--- config.mk ---
export PLATFORM = sky130hd
export DESIGN_NAME = saph_fpu_issue_flat
export DESIGN_NICKNAME = d
export VERILOG_FILES = /design/src/rtl/saph_fpu_issue_if.sv /design/src/rtl/saph_fpu_issue.sv /design/src/flat_wrapper.sv
export SDC_FILE = /design/constraint.sdc
export NUM_CORES = 1
export LEC_CHECK = 0
export ABC_AREA = 1
export CAP_MARGIN = 30
export CORE_MARGIN = 1.5
export CORE_UTILIZATION = 45
export CTS_CLUSTER_DIAMETER = 120
export DETAILED_ROUTE_END_ITERATION = 10
export GPL_TIMING_DRIVEN = 0
export MAX_ROUTING_LAYER = met4
export PLACE_DENSITY = 0.87
export SKIP_LAST_GASP = 1
export SLEW_MARGIN = 25
export SYNTH_ARGS = -nofsm -noshare
export SYNTH_HDL_FRONTEND = slang
export SYNTH_SLANG_ARGS = --single-unit
--- constraint.sdc ---
create_clock -name clk -period 5.6 [get_ports clk]
set_clock_uncertainty 0.05 [all_clocks]
set_input_delay 1.4 -clock clk [delete_from_list [all_inputs] [get_ports clk]]
set_output_delay 1.4 -clock clk [all_outputs]
set_load 0.01 [all_outputs]
--- src/rtl/saph_fpu_issue_if.sv ---
`timescale 1ns/1ps
`default_nettype none
// ============================================================================
// Module   : saph_fpu_issue_if
// Purpose  : Bundles the shader-core request channel, the FPU d_*/q_* side and
//            the response channel of the FPU issue stage into one interface.
// Modports : master - environment (shader core + FPU + response consumer)
//            slave  - the issue stage (saph_fpu_issue)
// Signals  : req_*  op request (valid/ready, mode, operands, tag)
//            fpu_*  FPU capability, issue side (d_*), result side (q_*)
//            rsp_*  in-order responses; proto_err sticky protocol flag
// Revision : 1.0 - initial release
// ============================================================================
interface saph_fpu_issue_if #(
  parameter int TAG_W = 5
);
  logic             req_valid;
  logic             req_ready;
  logic [1:0]       req_mode;
  logic [31:0]      req_lhs;
  logic [31:0]      req_rhs;
  logic [TAG_W-1:0] req_tag;

  logic [3:0]       fpu_has_modes;
  logic             fpu_d_ready;
  logic             fpu_d_trig;
  logic [1:0]       fpu_d_mode;
  logic [31:0]      fpu_d_lhs;
  logic [31:0]      fpu_d_rhs;
  logic             fpu_q_trig;
  logic [31:0]      fpu_q_res;

  logic             rsp_valid;
  logic             rsp_ready;
  logic [31:0]      rsp_res;
  logic [TAG_W-1:0] rsp_tag;
  logic             rsp_err;
  logic             proto_err;

  modport master (
    output req_valid, req_mode, req_lhs, req_rhs, req_tag,
    output fpu_has_modes, fpu_d_ready, fpu_q_trig, fpu_q_res,
    output rsp_ready,
    input  req_ready, fpu_d_trig, fpu_d_mode, fpu_d_lhs, fpu_d_rhs,
    input  rsp_valid, rsp_res, rsp_tag, rsp_err, proto_err
  );

  modport slave (
    input  req_valid, req_mode, req_lhs, req_rhs, req_tag,
    input  fpu_has_modes, fpu_d_ready, fpu_q_trig, fpu_q_res,
    input  rsp_ready,
    output req_ready, fpu_d_trig, fpu_d_mode, fpu_d_lhs, fpu_d_rhs,
    output rsp_valid, rsp_res, rsp_tag, rsp_err, proto_err
  );
endinterface
`default_nettype wire

--- src/rtl/saph_fpu_issue.sv ---
`timescale 1ns/1ps
`default_nettype none
// ============================================================================
// Module   : saph_fpu_issue
// Purpose  : Issue/retire stage around a single fixed-latency FPU. Accepts
//            tagged float ops, issues supported ones to the FPU, tracks every
//            accepted op in a tag shadow pipeline of LATENCY stages and pushes
//            results (or a quiet-NaN error response) into an in-order FIFO.
//            Issue is credit based: an op is only accepted when the FIFO has
//            room for every op already in flight, so FPU results are never
//            dropped even though the FPU cannot be stalled.
// Ports    : clk, rst (synchronous, active-low)
//            io     - saph_fpu_issue_if.slave (request, FPU and response side)
// Revision : 1.0 - initial release
// ============================================================================
module saph_fpu_issue #(
  parameter int LATENCY    = 2,
  parameter int TAG_W      = 5,
  parameter int FIFO_DEPTH = 4
) (
  input logic            clk,
  input logic            rst,
  saph_fpu_issue_if.slave io
);

  localparam int          PTR_W  = (FIFO_DEPTH > 1) ? $clog2(FIFO_DEPTH) : 1;
  localparam int          CNT_W  = $clog2(FIFO_DEPTH + 1);
  localparam int          OCC_W  = CNT_W + 1;  // FIFO count plus up to 4 in flight
  localparam int          DRN_W  = 3;
  localparam logic [31:0] C_QNAN = 32'h7FC0_0000;

  logic             w_ready;
  logic             w_accept;
  logic             w_unsup;
  logic             w_tail_valid;
  logic             w_tail_err;
  logic [TAG_W-1:0] w_tail_tag;
  logic [OCC_W-1:0] w_shadow_cnt;
  logic [OCC_W-1:0] w_occ;
  logic             w_drain_mask;
  logic             w_push;
  logic             w_pop;
  logic [31:0]      w_push_res;
  logic             w_push_err;
  logic             w_proto_set;
  logic             w_rsp_valid;

  logic [CNT_W-1:0] count_q, count_d;
  logic [PTR_W-1:0] wr_ptr_q, wr_ptr_d;
  logic [PTR_W-1:0] rd_ptr_q, rd_ptr_d;
  logic             proto_q;
  logic [DRN_W-1:0] drain_q;
  logic [31:0]      mem_res_q [FIFO_DEPTH];
  logic [TAG_W-1:0] mem_tag_q [FIFO_DEPTH];
  logic             mem_err_q [FIFO_DEPTH];

  // --------------------------------------------------------------------------
  // Request side
  // --------------------------------------------------------------------------
  // Credits: every op in the shadow will push exactly once, so counting it now
  // guarantees the FIFO slot exists when its result shows up.
  assign w_occ    = OCC_W'(count_q) + w_shadow_cnt;
  assign w_ready  = rst & io.fpu_d_ready & (w_occ < OCC_W'(FIFO_DEPTH));
  assign w_accept = io.req_valid & w_ready;
  assign w_unsup  = ~io.fpu_has_modes[io.req_mode];

  assign io.req_ready  = w_ready;
  assign io.fpu_d_trig = w_accept & ~w_unsup;
  assign io.fpu_d_mode = io.req_mode;
  assign io.fpu_d_lhs  = io.req_lhs;
  assign io.fpu_d_rhs  = io.req_rhs;

  // --------------------------------------------------------------------------
  // Tag shadow pipeline, aligned with the FPU result strobe
  // --------------------------------------------------------------------------
  if (LATENCY == 0) begin : g_no_shadow
    assign w_tail_valid = w_accept;
    assign w_tail_err   = w_unsup;
    assign w_tail_tag   = io.req_tag;
    assign w_shadow_cnt = '0;
  end else begin : g_shadow
    logic [LATENCY-1:0] sh_valid_q;
    logic [LATENCY-1:0] sh_err_q;
    logic [TAG_W-1:0]   sh_tag_q [LATENCY];

    always_ff @(posedge clk) begin
      if (!rst) begin
        sh_valid_q <= '0;
        sh_err_q   <= '0;
      end else begin
        sh_valid_q[0] <= w_accept;
        sh_err_q[0]   <= w_accept & w_unsup;
        for (int i = 1; i < LATENCY; i++) begin
          sh_valid_q[i] <= sh_valid_q[i-1];
          sh_err_q[i]   <= sh_err_q[i-1];
        end
      end
    end

    // Tags are qualified by sh_valid_q and need no reset.
    always_ff @(posedge clk) begin
      sh_tag_q[0] <= io.req_tag;
      for (int i = 1; i < LATENCY; i++) begin
        sh_tag_q[i] <= sh_tag_q[i-1];
      end
    end

    always_comb begin
      w_shadow_cnt = '0;
      for (int i = 0; i < LATENCY; i++) begin
        w_shadow_cnt = w_shadow_cnt + OCC_W'(sh_valid_q[i]);
      end
    end

    assign w_tail_valid = sh_valid_q[LATENCY-1];
    assign w_tail_err   = sh_err_q[LATENCY-1];
    assign w_tail_tag   = sh_tag_q[LATENCY-1];
  end

  // --------------------------------------------------------------------------
  // Retire: match the FPU strobe against the shadow tail
  // --------------------------------------------------------------------------
  // Right after reset, strobes from ops issued before reset may still emerge;
  // they are ignored until LATENCY cycles have elapsed.
  assign w_drain_mask = (drain_q < DRN_W'(LATENCY));

  always_comb begin
    w_push      = 1'b0;
    w_push_res  = io.fpu_q_res;
    w_push_err  = 1'b0;
    w_proto_set = 1'b0;
    if (w_tail_valid) begin
      w_push = 1'b1;
      if (w_tail_err) begin
        w_push_res  = C_QNAN;
        w_push_err  = 1'b1;
        w_proto_set = io.fpu_q_trig;
      end else begin
        w_proto_set = ~io.fpu_q_trig;
      end
    end else begin
      w_proto_set = io.fpu_q_trig & ~w_drain_mask;
    end
  end

  // --------------------------------------------------------------------------
  // Response FIFO
  // --------------------------------------------------------------------------
  assign w_rsp_valid = rst & (count_q != '0);
  assign w_pop       = w_rsp_valid & io.rsp_ready;

  always_comb begin
    wr_ptr_d = wr_ptr_q;
    rd_ptr_d = rd_ptr_q;
    if (w_push) begin
      wr_ptr_d = (wr_ptr_q == PTR_W'(FIFO_DEPTH - 1)) ? '0 : wr_ptr_q + 1'b1;
    end
    if (w_pop) begin
      rd_ptr_d = (rd_ptr_q == PTR_W'(FIFO_DEPTH - 1)) ? '0 : rd_ptr_q + 1'b1;
    end
    count_d = count_q + CNT_W'(w_push) - CNT_W'(w_pop);
  end

  always_ff @(posedge clk) begin
    if (!rst) begin
      count_q  <= '0;
      wr_ptr_q <= '0;
      rd_ptr_q <= '0;
      proto_q  <= 1'b0;
      drain_q  <= '0;
    end else begin
      count_q  <= count_d;
      wr_ptr_q <= wr_ptr_d;
      rd_ptr_q <= rd_ptr_d;
      proto_q  <= proto_q | w_proto_set;
      if (w_drain_mask) begin
        drain_q <= drain_q + 1'b1;
      end
    end
  end

  always_ff @(posedge clk) begin
    if (rst && w_push) begin
      mem_res_q[wr_ptr_q] <= w_push_res;
      mem_tag_q[wr_ptr_q] <= w_tail_tag;
      mem_err_q[wr_ptr_q] <= w_push_err;
    end
  end

  // Credits make an unpopped push into a full FIFO impossible.
  always_ff @(posedge clk) begin
    if (rst) begin
      assert (!(w_push && !w_pop && (count_q == CNT_W'(FIFO_DEPTH))));
    end
  end

  assign io.rsp_valid = w_rsp_valid;
  assign io.rsp_res   = mem_res_q[rd_ptr_q];
  assign io.rsp_tag   = mem_tag_q[rd_ptr_q];
  assign io.rsp_err   = mem_err_q[rd_ptr_q];
  assign io.proto_err = rst & proto_q;

endmodule
`default_nettype wire

--- src/flat_wrapper.sv ---
// flat-port wrapper written by rule: the top's interface ports become plain ports
module saph_fpu_issue_flat 
#(
  parameter int LATENCY    = 2,
  parameter int TAG_W      = 5,
  parameter int FIFO_DEPTH = 4
)
  (clk, rst, io_req_valid, io_req_mode, io_req_lhs, io_req_rhs, io_req_tag, io_fpu_has_modes, io_fpu_d_ready, io_fpu_q_trig, io_fpu_q_res, io_rsp_ready, io_req_ready, io_fpu_d_trig, io_fpu_d_mode, io_fpu_d_lhs, io_fpu_d_rhs, io_rsp_valid, io_rsp_res, io_rsp_tag, io_rsp_err, io_proto_err);
  saph_fpu_issue_if #(.TAG_W(TAG_W)) io_i ();
  input logic clk;
  input logic rst;
  input wire logic [$bits(io_i.req_valid)-1:0] io_req_valid;
  input wire logic [$bits(io_i.req_mode)-1:0] io_req_mode;
  input wire logic [$bits(io_i.req_lhs)-1:0] io_req_lhs;
  input wire logic [$bits(io_i.req_rhs)-1:0] io_req_rhs;
  input wire logic [$bits(io_i.req_tag)-1:0] io_req_tag;
  input wire logic [$bits(io_i.fpu_has_modes)-1:0] io_fpu_has_modes;
  input wire logic [$bits(io_i.fpu_d_ready)-1:0] io_fpu_d_ready;
  input wire logic [$bits(io_i.fpu_q_trig)-1:0] io_fpu_q_trig;
  input wire logic [$bits(io_i.fpu_q_res)-1:0] io_fpu_q_res;
  input wire logic [$bits(io_i.rsp_ready)-1:0] io_rsp_ready;
  output wire logic [$bits(io_i.req_ready)-1:0] io_req_ready;
  output wire logic [$bits(io_i.fpu_d_trig)-1:0] io_fpu_d_trig;
  output wire logic [$bits(io_i.fpu_d_mode)-1:0] io_fpu_d_mode;
  output wire logic [$bits(io_i.fpu_d_lhs)-1:0] io_fpu_d_lhs;
  output wire logic [$bits(io_i.fpu_d_rhs)-1:0] io_fpu_d_rhs;
  output wire logic [$bits(io_i.rsp_valid)-1:0] io_rsp_valid;
  output wire logic [$bits(io_i.rsp_res)-1:0] io_rsp_res;
  output wire logic [$bits(io_i.rsp_tag)-1:0] io_rsp_tag;
  output wire logic [$bits(io_i.rsp_err)-1:0] io_rsp_err;
  output wire logic [$bits(io_i.proto_err)-1:0] io_proto_err;
  assign io_i.req_valid = io_req_valid;
  assign io_i.req_mode = io_req_mode;
  assign io_i.req_lhs = io_req_lhs;
  assign io_i.req_rhs = io_req_rhs;
  assign io_i.req_tag = io_req_tag;
  assign io_i.fpu_has_modes = io_fpu_has_modes;
  assign io_i.fpu_d_ready = io_fpu_d_ready;
  assign io_i.fpu_q_trig = io_fpu_q_trig;
  assign io_i.fpu_q_res = io_fpu_q_res;
  assign io_i.rsp_ready = io_rsp_ready;
  assign io_req_ready = io_i.req_ready;
  assign io_fpu_d_trig = io_i.fpu_d_trig;
  assign io_fpu_d_mode = io_i.fpu_d_mode;
  assign io_fpu_d_lhs = io_i.fpu_d_lhs;
  assign io_fpu_d_rhs = io_i.fpu_d_rhs;
  assign io_rsp_valid = io_i.rsp_valid;
  assign io_rsp_res = io_i.rsp_res;
  assign io_rsp_tag = io_i.rsp_tag;
  assign io_rsp_err = io_i.rsp_err;
  assign io_proto_err = io_i.proto_err;
  saph_fpu_issue #(.LATENCY(LATENCY), .TAG_W(TAG_W), .FIFO_DEPTH(FIFO_DEPTH)) u_core (.clk(clk), .rst(rst), .io(io_i));
endmodule
==> flow_metrics.env, run 1 <==
export IMPL_p_leak_nw=3.83
export IMPL_crit_path_start_kind="primary input"
export IMPL_path_cells="clkdlybuf4s50_1 -> nand2_1 -> a21oi_1 -> nand4_2 -> nor2_1 -> clkdlybuf4s50_1"
export IMPL_synth_top_area_frac=0.614
export IMPL_drc=0
export IMPL_overflow=0
export IMPL_wl_per_cell_um=16.1
export IMPL_antenna_violating_nets_post_route=0
export IMPL_grt_pass1_wl_mm=25.5
export IMPL_syn_nets=736
export IMPL_clkLatencyLatePin_ns=0.42
export IMPL_place_congestion=0.746
export IMPL_cts_tree="built"
export IMPL_final_util=0.626
export IMPL_cts_resized=0
export IMPL_synth_ff_type="edfxtp_1"
export IMPL_finalWirelength_mm=16.4
export IMPL_async_flop_share=0
export IMPL_path_common_cell="clkdlybuf4s50_1"
export IMPL_multi_input_area_um2=1480
export IMPL_whs_ns=0.282
export IMPL_hpwl_mm=10.9
export IMPL_instances_no_fill=1020
export IMPL_setup_worst_path_end="io_fpu_d_trig"
export IMPL_cp_data_arrival_time_ns=2.98
export IMPL_row_count=46
export IMPL_synthCells=612
export IMPL_dp_cells=988
export IMPL_fp_dieW_um=132
export IMPL_required_ns=4.15
export IMPL_initial_core_util=0.464
export IMPL_dieArea_um2=17300
export IMPL_diodes=0
export IMPL_grt_pass1_vias=5199
export IMPL_clockRootBuffer="clkbuf_16"
export IMPL_synth_edf_count=152
export IMPL_path_clk_slew_ns=0.06
export IMPL_final_area_um2=10000
export IMPL_grt_antenna_before_repair=0
export IMPL_worst_pin_slew_ns=0.740
export IMPL_fillerInstances=1210
export IMPL_reg2reg_slack_ns=3.55
export IMPL_cts_buffer_depth=2
export IMPL_synth_top_area_cell="edfxtp_1"
export IMPL_finalCritPeriodShare=0.791
export IMPL_synth_area_um2=7430
export IMPL_register_area_um2=5100
export IMPL_crit_start="rst"
export IMPL_cp_max_fo=4
export IMPL_slowest_delay_ns=0.55
export IMPL_r2r_end="u_core.mem_res_q[3][5]$_DFFE_PP_"
export IMPL_port_buffers=156
export IMPL_areaGrowthSynthToFinish_pct=34.8
export IMPL_postPlaceCellArea_um2=9400
export IMPL_ff2ff_path_depth=3
export IMPL_vias_per_cell=4.98
export IMPL_firstDrtPassIters=5
export IMPL_min_from="u_core.g_shadow.sh_tag_q[0][4]$_DFF_P_"
export IMPL_cts_setup_buffers=0
export IMPL_drt_iter0_drc=407
export IMPL_yosys_warnings=0
export IMPL_power_density_nw_per_um2=353
export IMPL_cts_buffers=17
export IMPL_synth_seq_cells=179
export IMPL_fmax_ghz=0.226
export IMPL_nets=915
export IMPL_setup_tns_ns=0
export IMPL_final_max_slew_violation_count=0
export IMPL_crit_slowest_cell="clkdlybuf4s50_1"
export IMPL_rsz0062_at_grt="no"
export IMPL_vdd_drop_max_mv=0.265
export IMPL_outcome="finished, final reports clean"
export IMPL_r2r_start="u_core.g_shadow.sh_valid_q[1]$_SDFF_PN0_"
export IMPL_ys_seq_area_frac=0.687
export IMPL_clock_sinks=179
export IMPL_num_vias=5077
export IMPL_end_kind="output pin"
export IMPL_drive_gt1_frac=0.173
export IMPL_cap_viol_max_count=0
export IMPL_yosys_top_cells_area="edfxtp_1 (61%), dfxtp_1 (7.3%), buf_4 (7.2%)"
export IMPL_timing_slew_headroom=0.505
export IMPL_path_class="primary input to output pin"
export IMPL_synth_avg_cell_area_um2=12.1
export IMPL_ys_types=25
export IMPL_grt_use_total=0.196
export IMPL_grt_max_degree=21
export IMPL_hold_viol_final=0
export IMPL_htree_levels=4
export IMPL_period_minus_slack_ns=4.43
export IMPL_die_height_um=132
export IMPL_core_area_um2=16000
export IMPL_postCtsHoldBufs=0
export IMPL_hp_class="register to register"
export IMPL_ios=221
export IMPL_setup_viol_count_final=0
==> Yosys cell counts (all sizes together), types with 2 or more instances <==
cell type and number:
ha 10, buf 84, nor2 108, a21oi 6
or2 10, dfxtp 27, edfxtp 152, o22ai 38
inv 53, xor2 2, nand2 19, clkbuf 10
nand3 6, o21ai 81
==> worst max-delay path: cells and delay by family <==
family                 cells  cell delay (ns)
buffers and inverters      2             1.07
AOI/OAI and AO/OA          1             0.19
and+or+nand+nor            3             0.32
==> cell usage in the layout (no fill, tap or decap) <==
cell type	count
clkdlybuf4s50_1	156
edfxtp_1	152
nor2_1	104
o21ai_0	73
buf_4	71
inv_1	51
o22ai_1	38
dfxtp_1	27
nand2_1	19
clkbuf_16	17
or2_2	10
ha_1	10
o21ai_1	8
buf_2	7
buf_6	6
nand3_1	6
a21oi_1	6
clkbuf_2	5
clkbuf_1	5
nor2_4	4
bufinv_16	4
buf_16	4
clkinv_2	3
clkinv_1	3
clkinv_4	3
inv_2	2
xor2_1	2
o211ai_1	1
nand4_2	1
a31oi_1	1
a211oi_1	1
xnor2_1	1
fa_1	1
clkinvlp_4	1
inv_6	1
==> stage by stage <==
stage                     setup WS [ns]  total power (W)
after floorplan                    1.83          0.00195
after global placement           0.0570          0.00233
after detailed placement           1.16          0.00235
after CTS                          1.16          0.00356
after global routing               1.06          0.00367
final                              1.17          0.00354
==> layout make-up <==
class / instances / share of cell area
Tap cell: 216 / 0.0270
Sequential cell: 179 / 0.510
Buffer: 94 / 0.0678
Clock inverter: 15 / 0.0189
Clock buffer: 17 / 0.0425
Multi-Input combinational cell: 286 / 0.148
Inverter: 53 / 0.0199
Timing Repair Buffer: 160 / 0.167
==> layer usage <==
| metal | global-route usage | wire length (um) |
|---|---|---|
| met5 | - | 0 |
| met4 | 0.0815 | 272 |
| met3 | 0.0544 | 1400 |
| met2 | 0.331 | 8370 |
| met1 | 0.220 | 6350 |
==> worst min-delay path by stage <==
stage                                                  end  slack [ns]  cells past startpoint
detailed placement  u_core.g_shadow.sh_tag_q[0][9]$_DFF_P_        0.27                      0
CTS                 u_core.g_shadow.sh_tag_q[0][9]$_DFF_P_        0.29                      0
global placement    u_core.g_shadow.sh_tag_q[0][6]$_DFF_P_        0.26                      0
global route        u_core.g_shadow.sh_tag_q[0][9]$_DFF_P_        0.29                      0
floorplan           u_core.g_shadow.sh_tag_q[0][5]$_DFF_P_        0.26                      0
finish              u_core.g_shadow.sh_tag_q[0][9]$_DFF_P_        0.28                      0
==> flip-flops by register name, indices dropped and copies added (netlist names), named ones only <==
signal / cells
u_core.mem_res_q: 128
u_core.mem_tag_q: 20
u_core.g_shadow.sh_tag_q: 10
u_core.mem_err_q: 4
u_core.count_q: 3
u_core.drain_q: 3
u_core.g_shadow.sh_err_q: 2
u_core.g_shadow.sh_valid_q: 2
u_core.rd_ptr_q: 2
u_core.wr_ptr_q: 2
u_core.proto_q: 1
==> where the power goes <==
group	internal [W]	switching (W)
Combinational	0.000403	0.000418
Sequential	0.00148	0.0000218
Clock	0.000742	0.000477
==> kinds of logic after synthesis <==
kind of cell,synth area share
buffers and inverters,0.118
and+or+nand+nor,0.0783
xor gates and xnor gates,0.00354
adders and majority gates,0.0195
AOI/OAI and AO/OA,0.0935
DFF,0.687
Power figures use the tool's default switching activity.
==> inputs of run 2 (changes only) <==
--- a/config.mk
+++ b/config.mk
@@ -8,7 +8,7 @@
 export ABC_AREA = 1
 export CAP_MARGIN = 30
 export CORE_MARGIN = 1.5
-export CORE_UTILIZATION = 45
+export CORE_UTILIZATION = 43
 export CTS_CLUSTER_DIAMETER = 120
 export DETAILED_ROUTE_END_ITERATION = 10
 export GPL_TIMING_DRIVEN = 0
==> constraint.sdc (replaced) <==
create_clock -name clk -period 4 [get_ports clk]
set_clock_uncertainty 0.05 [all_clocks]
set_input_delay 1 -clock clk [delete_from_list [all_inputs] [get_ports clk]]
set_output_delay 1 -clock clk [all_outputs]
set_load 0.01 [all_outputs]
==> run 2 against run 1 <==
  * Total power rose by 38%
  * First-iteration DRC count rose by 8.1%
  * Combinational power rose by 40%
  * Final area barely moved
  * Flip-flop and latch count did not move
  * Core utilization fell by 2.8 points
  * Global-route usage fell by 1.2 points
  * Count of clock-buffer cells in the layout rose by 1
  * Cell count rose by 0.49%
  * Critical path type unchanged
  * Highest routed layer unchanged
==> flow_metrics.env, run 2 (synthesis gave the netlist of run 1 again) <==
export IMPL_p_leak_nw=3.82
export IMPL_hp_class="register to register"
export IMPL_nets=916
export IMPL_ff2ff_path_depth=3
export IMPL_vias_per_cell=4.93
export IMPL_grt_max_degree=21
export IMPL_cp_data_arrival_time_ns=2.58
export IMPL_hold_viol_final=0
export IMPL_place_congestion=0.756
export IMPL_multi_input_area_um2=1480
export IMPL_final_area_um2=10000
export IMPL_path_clk_slew_ns=0.06
export IMPL_hpwl_mm=11.0
export IMPL_vdd_drop_max_mv=0.343
export IMPL_fillerInstances=1318
export IMPL_dp_cells=993
export IMPL_postCtsHoldBufs=0
export IMPL_drc=0
export IMPL_grt_pass1_wl_mm=24.3
export IMPL_cts_resized=0
export IMPL_drt_iter0_drc=440
export IMPL_final_common_cell="clkdlybuf4s50_1"
export IMPL_end_kind="output pin"
export IMPL_grt_pass1_vias=4928
export IMPL_cap_viol_max_count=0
export IMPL_crit_path_start_kind="primary input"
export IMPL_largestRegisters="u_core.mem_res_q x128, u_core.mem_tag_q x20, u_core.g_shadow.sh_tag_q x10"
export IMPL_outcome="finished, final reports clean"
export IMPL_row_count=47
export IMPL_clock_sinks=179
export IMPL_dieArea_um2=18100
export IMPL_die_height_um=134
export IMPL_timing_slew_headroom=0.510
export IMPL_register_area_um2=5100
export IMPL_final_max_slew_violation_count=0
export IMPL_htree_levels=4
export IMPL_cp_max_fo=4
export IMPL_required_ns=2.95
export IMPL_fmax_ghz=0.275
export IMPL_finalWirelength_mm=16.4
export IMPL_final_cell_mix="clkdlybuf4s50_1 (156), edfxtp_1 (152), nor2_1 (104)"
export IMPL_setup_viol_count_final=0
export IMPL_cts_setup_buffers=0
export IMPL_regMostFlops="u_core.mem_res_q"
export IMPL_clockRootBuffer="clkbuf_16"
export IMPL_fp_dieW_um=134
export IMPL_overflow=0
export IMPL_areaGrowthSynthToFinish_pct=34.8
export IMPL_num_vias=5056
export IMPL_antenna_violating_nets_post_route=0
export IMPL_initial_core_util=0.443
export IMPL_cts_buffer_depth=2
export IMPL_port_buffers=156
export IMPL_firstDrtPassIters=4
export IMPL_cts_buffers=17
export IMPL_clkLatencyLatePin_ns=0.42
export IMPL_wl_per_cell_um=16.0
export IMPL_period_minus_slack_ns=3.63
export IMPL_grt_antenna_before_repair=0
export IMPL_drive_gt1_frac=0.176
export IMPL_largest_register_ffs=128
export IMPL_core_area_um2=16800
export IMPL_diodes=0
export IMPL_worst_pin_slew_ns=0.734
export IMPL_power_density_nw_per_um2=488
export IMPL_whs_path_depth=0
export IMPL_ios=221
export IMPL_whs_ns=0.276
export IMPL_finalCritPeriodShare=0.908
export IMPL_setup_tns_ns=0
export IMPL_postPlaceCellArea_um2=9420
export IMPL_grt_use_total=0.184
export IMPL_instances_no_fill=1025
export IMPL_path_class="primary input to output pin"
export IMPL_rsz0062_at_grt="no"
export IMPL_cts_tree="built"
run 2: cell types whose count changed in the layout (fill, tap and decap cells not counted), sizes merged:
cell      before  now
buf           88   89
bufinv         4    3
clkbuf        27   28
clkinv         9    7
clkinvlp       1    4
inv           54   53
run 2: worst max-delay path, cell delays in order:
cell and delay (ns):
clkdlybuf4s50_1 0.53, nand2_1 0.07, a21oi_1 0.19, nand4_2 0.13, nor2_1 0.12, clkdlybuf4s50_1 0.55
run 2: metal layers:
| layer | GRT usage | share of wire |
|---|---|---|
| met1 | 0.200 | 0.39 |
| met2 | 0.328 | 0.52 |
| met4 | 0.0478 | 0.012 |
| met5 | - | 0 |
| met3 | 0.0559 | 0.080 |
run 2: worst paths after layout:
check / startpoint / endpoint / slack, ns
hold / removal: u_core.g_shadow.sh_tag_q[0][4]$_DFF_P_ / u_core.g_shadow.sh_tag_q[0][9]$_DFF_P_ / 0.28
hold reg to reg: u_core.g_shadow.sh_tag_q[0][4]$_DFF_P_ / u_core.g_shadow.sh_tag_q[0][9]$_DFF_P_ / 0.28
setup / recovery: rst / io_fpu_d_trig / 0.37
setup reg to reg: u_core.g_shadow.sh_valid_q[1]$_SDFF_PN0_ / u_core.mem_res_q[0][19]$_DFFE_PP_ / 1.98
run 2: power breakdown:
group / internal (W) / leakage [nW] / switching (W)
logic: 0.000565 / 1.95 / 0.000583
registers: 0.00207 / 1.59 / 0.0000304
clock network: 0.000976 / 0.282 / 0.000661
run 2: cell type report:
class / count / share of cell area
tap: 220 / 0.0275
clock inverter: 14 / 0.0164
buffer: 94 / 0.0678
sequential: 179 / 0.510
inverter: 53 / 0.0199
clock buffer: 18 / 0.0428
timing repair buffer: 161 / 0.168
multi-input combinational: 286 / 0.148
run 2: through the flow:
step | total power [W] | utilization | worst slack [ns]
2_1_floorplan | 0.00273 | - | 0.634
6_report | 0.00488 | 0.598 | 0.367
3_5_place_dp | 0.00330 | 0.562 | 0.361
5_1_grt | 0.00508 | 0.598 | 0.266
3_3_place_gp | 0.00327 | 0.553 | -1.15
4_1_cts | 0.00492 | 0.598 | 0.364
==> inputs of run 3 (changes only) <==
--- a/config.mk
+++ b/config.mk
@@ -7,6 +7,7 @@
 export LEC_CHECK = 0
 export ABC_AREA = 1
 export CAP_MARGIN = 30
+export CORE_ASPECT_RATIO = 0.75
 export CORE_MARGIN = 1.5
 export CORE_UTILIZATION = 43
 export CTS_CLUSTER_DIAMETER = 120
==> run 3 against run 2 <==
  * Routed wire length fell by 3.5%
  * Critical path depth is the same
  * Sequential power hardly changed
  * Global-route usage about the same
==> flow_metrics.env, run 3 (synthesis gave the netlist of run 1 again) <==
export IMPL_outcome="finished, final reports clean"
export IMPL_drive_gt1_frac=0.178
export IMPL_r2r_end="u_core.count_q[2]$_SDFF_PN0_"
export IMPL_clkLatencyLatePin_ns=0.42
export IMPL_fillerInstances=1299
export IMPL_num_vias=4971
export IMPL_cts_buffers=17
export IMPL_cts_setup_buffers=0
export IMPL_p_leak_nw=3.85
export IMPL_required_ns=2.95
export IMPL_vias_per_cell=4.87
export IMPL_setup_viol_count_final=0
export IMPL_slowest_delay_ns=0.55
export IMPL_cts_buffer_depth=2
export IMPL_p_sw_frac=0.252
export IMPL_finalCritPeriodShare=0.909
export IMPL_hpwl_mm=10.7
export IMPL_p_seq_frac=0.413
export IMPL_path_class="primary input to output pin"
export IMPL_timing_slew_headroom=0.555
export IMPL_power_density_nw_per_um2=505
export IMPL_hold_end="u_core.g_shadow.sh_tag_q[0][7]$_DFF_P_"
export IMPL_ios=221
export IMPL_grt_pass1_vias=4749
export IMPL_cts_resized=0
export IMPL_cp_data_arrival_time_ns=2.59
export IMPL_reg2reg_slack_ns=2.01
export IMPL_grt_use_total=0.184
export IMPL_largestRegisters="u_core.mem_res_q x128, u_core.mem_tag_q x20, u_core.g_shadow.sh_tag_q x10"
export IMPL_core_area_um2=16900
export IMPL_port_buffers=156
export IMPL_dieArea_um2=18100
export IMPL_ff2ff_path_depth=10
export IMPL_instances_no_fill=1020
export IMPL_areaGrowthSynthToFinish_pct=35.4
export IMPL_final_common_cell="clkdlybuf4s50_1"
export IMPL_grt_antenna_before_repair=0
export IMPL_vdd_drop_max_mv=0.365
export IMPL_path_clk_slew_ns=0.06
export IMPL_clockRootBuffer="clkbuf_16"
export IMPL_power_switching_w=0.00128
export IMPL_final_max_slew_violation_count=0
export IMPL_drc=0
export IMPL_overflow=0
export IMPL_path_common_cell="clkdlybuf4s50_1"
export IMPL_row_count=41
export IMPL_cp_max_fo=4
export IMPL_grt_pass1_wl_mm=24.0
export IMPL_nets=916
export IMPL_wl_per_cell_um=15.5
export IMPL_largest_register_ffs=128
export IMPL_fmax_ghz=0.275
export IMPL_die_height_um=117
export IMPL_initial_core_util=0.440
export IMPL_grt_max_degree=24
export IMPL_dp_cells=988
export IMPL_end_kind="output pin"
export IMPL_cts_tree="built"
export IMPL_antenna_violating_nets_post_route=0
export IMPL_crit_slowest_cell="clkdlybuf4s50_1"
export IMPL_postPlaceCellArea_um2=9400
export IMPL_htree_levels=4
export IMPL_postCtsHoldBufs=0
export IMPL_drt_iter0_drc=360
export IMPL_clock_sinks=179
export IMPL_diodes=0
export IMPL_final_cell_mix="clkdlybuf4s50_1 (156), edfxtp_1 (152), nor2_1 (104)"
export IMPL_hp_class="register to register"
export IMPL_whs_ns=0.281
export IMPL_rsz0062_at_grt="no"
export IMPL_min_from="u_core.g_shadow.sh_tag_q[0][2]$_DFF_P_"
export IMPL_crit_path_start_kind="primary input"
export IMPL_path_cells="clkdlybuf4s50_1 -> nand2_1 -> a21oi_1 -> nand4_2 -> nor2_1 -> clkdlybuf4s50_1"
export IMPL_period_minus_slack_ns=3.64
export IMPL_fp_dieW_um=155
export IMPL_p_int_w=0.00380
export IMPL_finalWirelength_mm=15.8
export IMPL_regMostFlops="u_core.mem_res_q"
export IMPL_place_congestion=0.738
export IMPL_cap_viol_max_count=0
export IMPL_final_area_um2=10100
export IMPL_worst_pin_slew_ns=0.666
export IMPL_r2r_start="u_core.count_q[1]$_SDFF_PN0_"
export IMPL_clock_power_share=0.361
export IMPL_power_frac_comb=0.226
export IMPL_hold_viol_final=0
export IMPL_firstDrtPassIters=4
export IMPL_whs_path_depth=0
[run 3: cell count changes in the layout (fill, tap and decap cells not counted), sizes merged]
cell      change
clkbuf        -1
inv           +1
bufinv        +3
clkinvlp      -1
clkinv        -2
[run 3: per-layer routing]
metal	wire, um	vias to the layer above	global-route usage
met5	0	-	-
met3	1030	21	0.0376
met1	6660	2333	0.230
met4	216	0	0.0679
li1	-	2415	-
met2	7870	202	0.301
[run 3: per-stage QoR]
step / utilization / TNS [ns] / setup WS, ns / total power [W]
after floorplan: - / 0 / 0.634 / 0.00273
after CTS: 0.596 / 0 / 0.351 / 0.00511
final: 0.596 / 0 / 0.365 / 0.00508
after global placement: 0.549 / -156.96 / -1.10 / 0.00326
after global routing: 0.596 / 0 / 0.207 / 0.00530
after detailed placement: 0.557 / 0 / 0.363 / 0.00329
[run 3: worst max-delay path by stage]
stage	from	end	slack, ns	cells past startpoint
2_1_floorplan	rst	u_core.mem_err_q[0]$_DFFE_PP_	0.63	3
3_3_place_gp	rst	u_core.mem_res_q[0][18]$_DFFE_PP_	-1.10	4
3_5_place_dp	rst	io_fpu_d_trig	0.36	6
4_1_cts	rst	io_fpu_d_trig	0.35	6
5_1_grt	rst	io_fpu_d_trig	0.21	6
6_report	rst	io_fpu_d_trig	0.36	6
[run 3: power groups by stage]
stage,sequential (W),combinational [W],clock [W]
final,0.00210,0.00115,0.00183
after global routing,0.00210,0.00126,0.00193
after CTS,0.00210,0.00116,0.00185
after detailed placement,0.00214,0.00115,0
after global placement,0.00214,0.00112,0
after floorplan,0.00213,0.000601,0
[run 3: layout make-up]
type                    instances  area, um2  area share
flip-flops and latches        179       5100       0.507
well taps                     215        269      0.0267
repair buffers                161       1670       0.166
plain buffers                  94        679      0.0675
clock inverters                15        236      0.0235
inverters                      53        199      0.0198
multi-input cells             286       1480       0.147
clock buffers                  17        425      0.0423
[run 3: worst max-delay path: cells and delay by family]
kind	cells	cell delay, ns
AO/OA/AOI/OAI	1	0.18
buffers and inverters	2	1.06
AND/OR/NAND/NOR	3	0.34
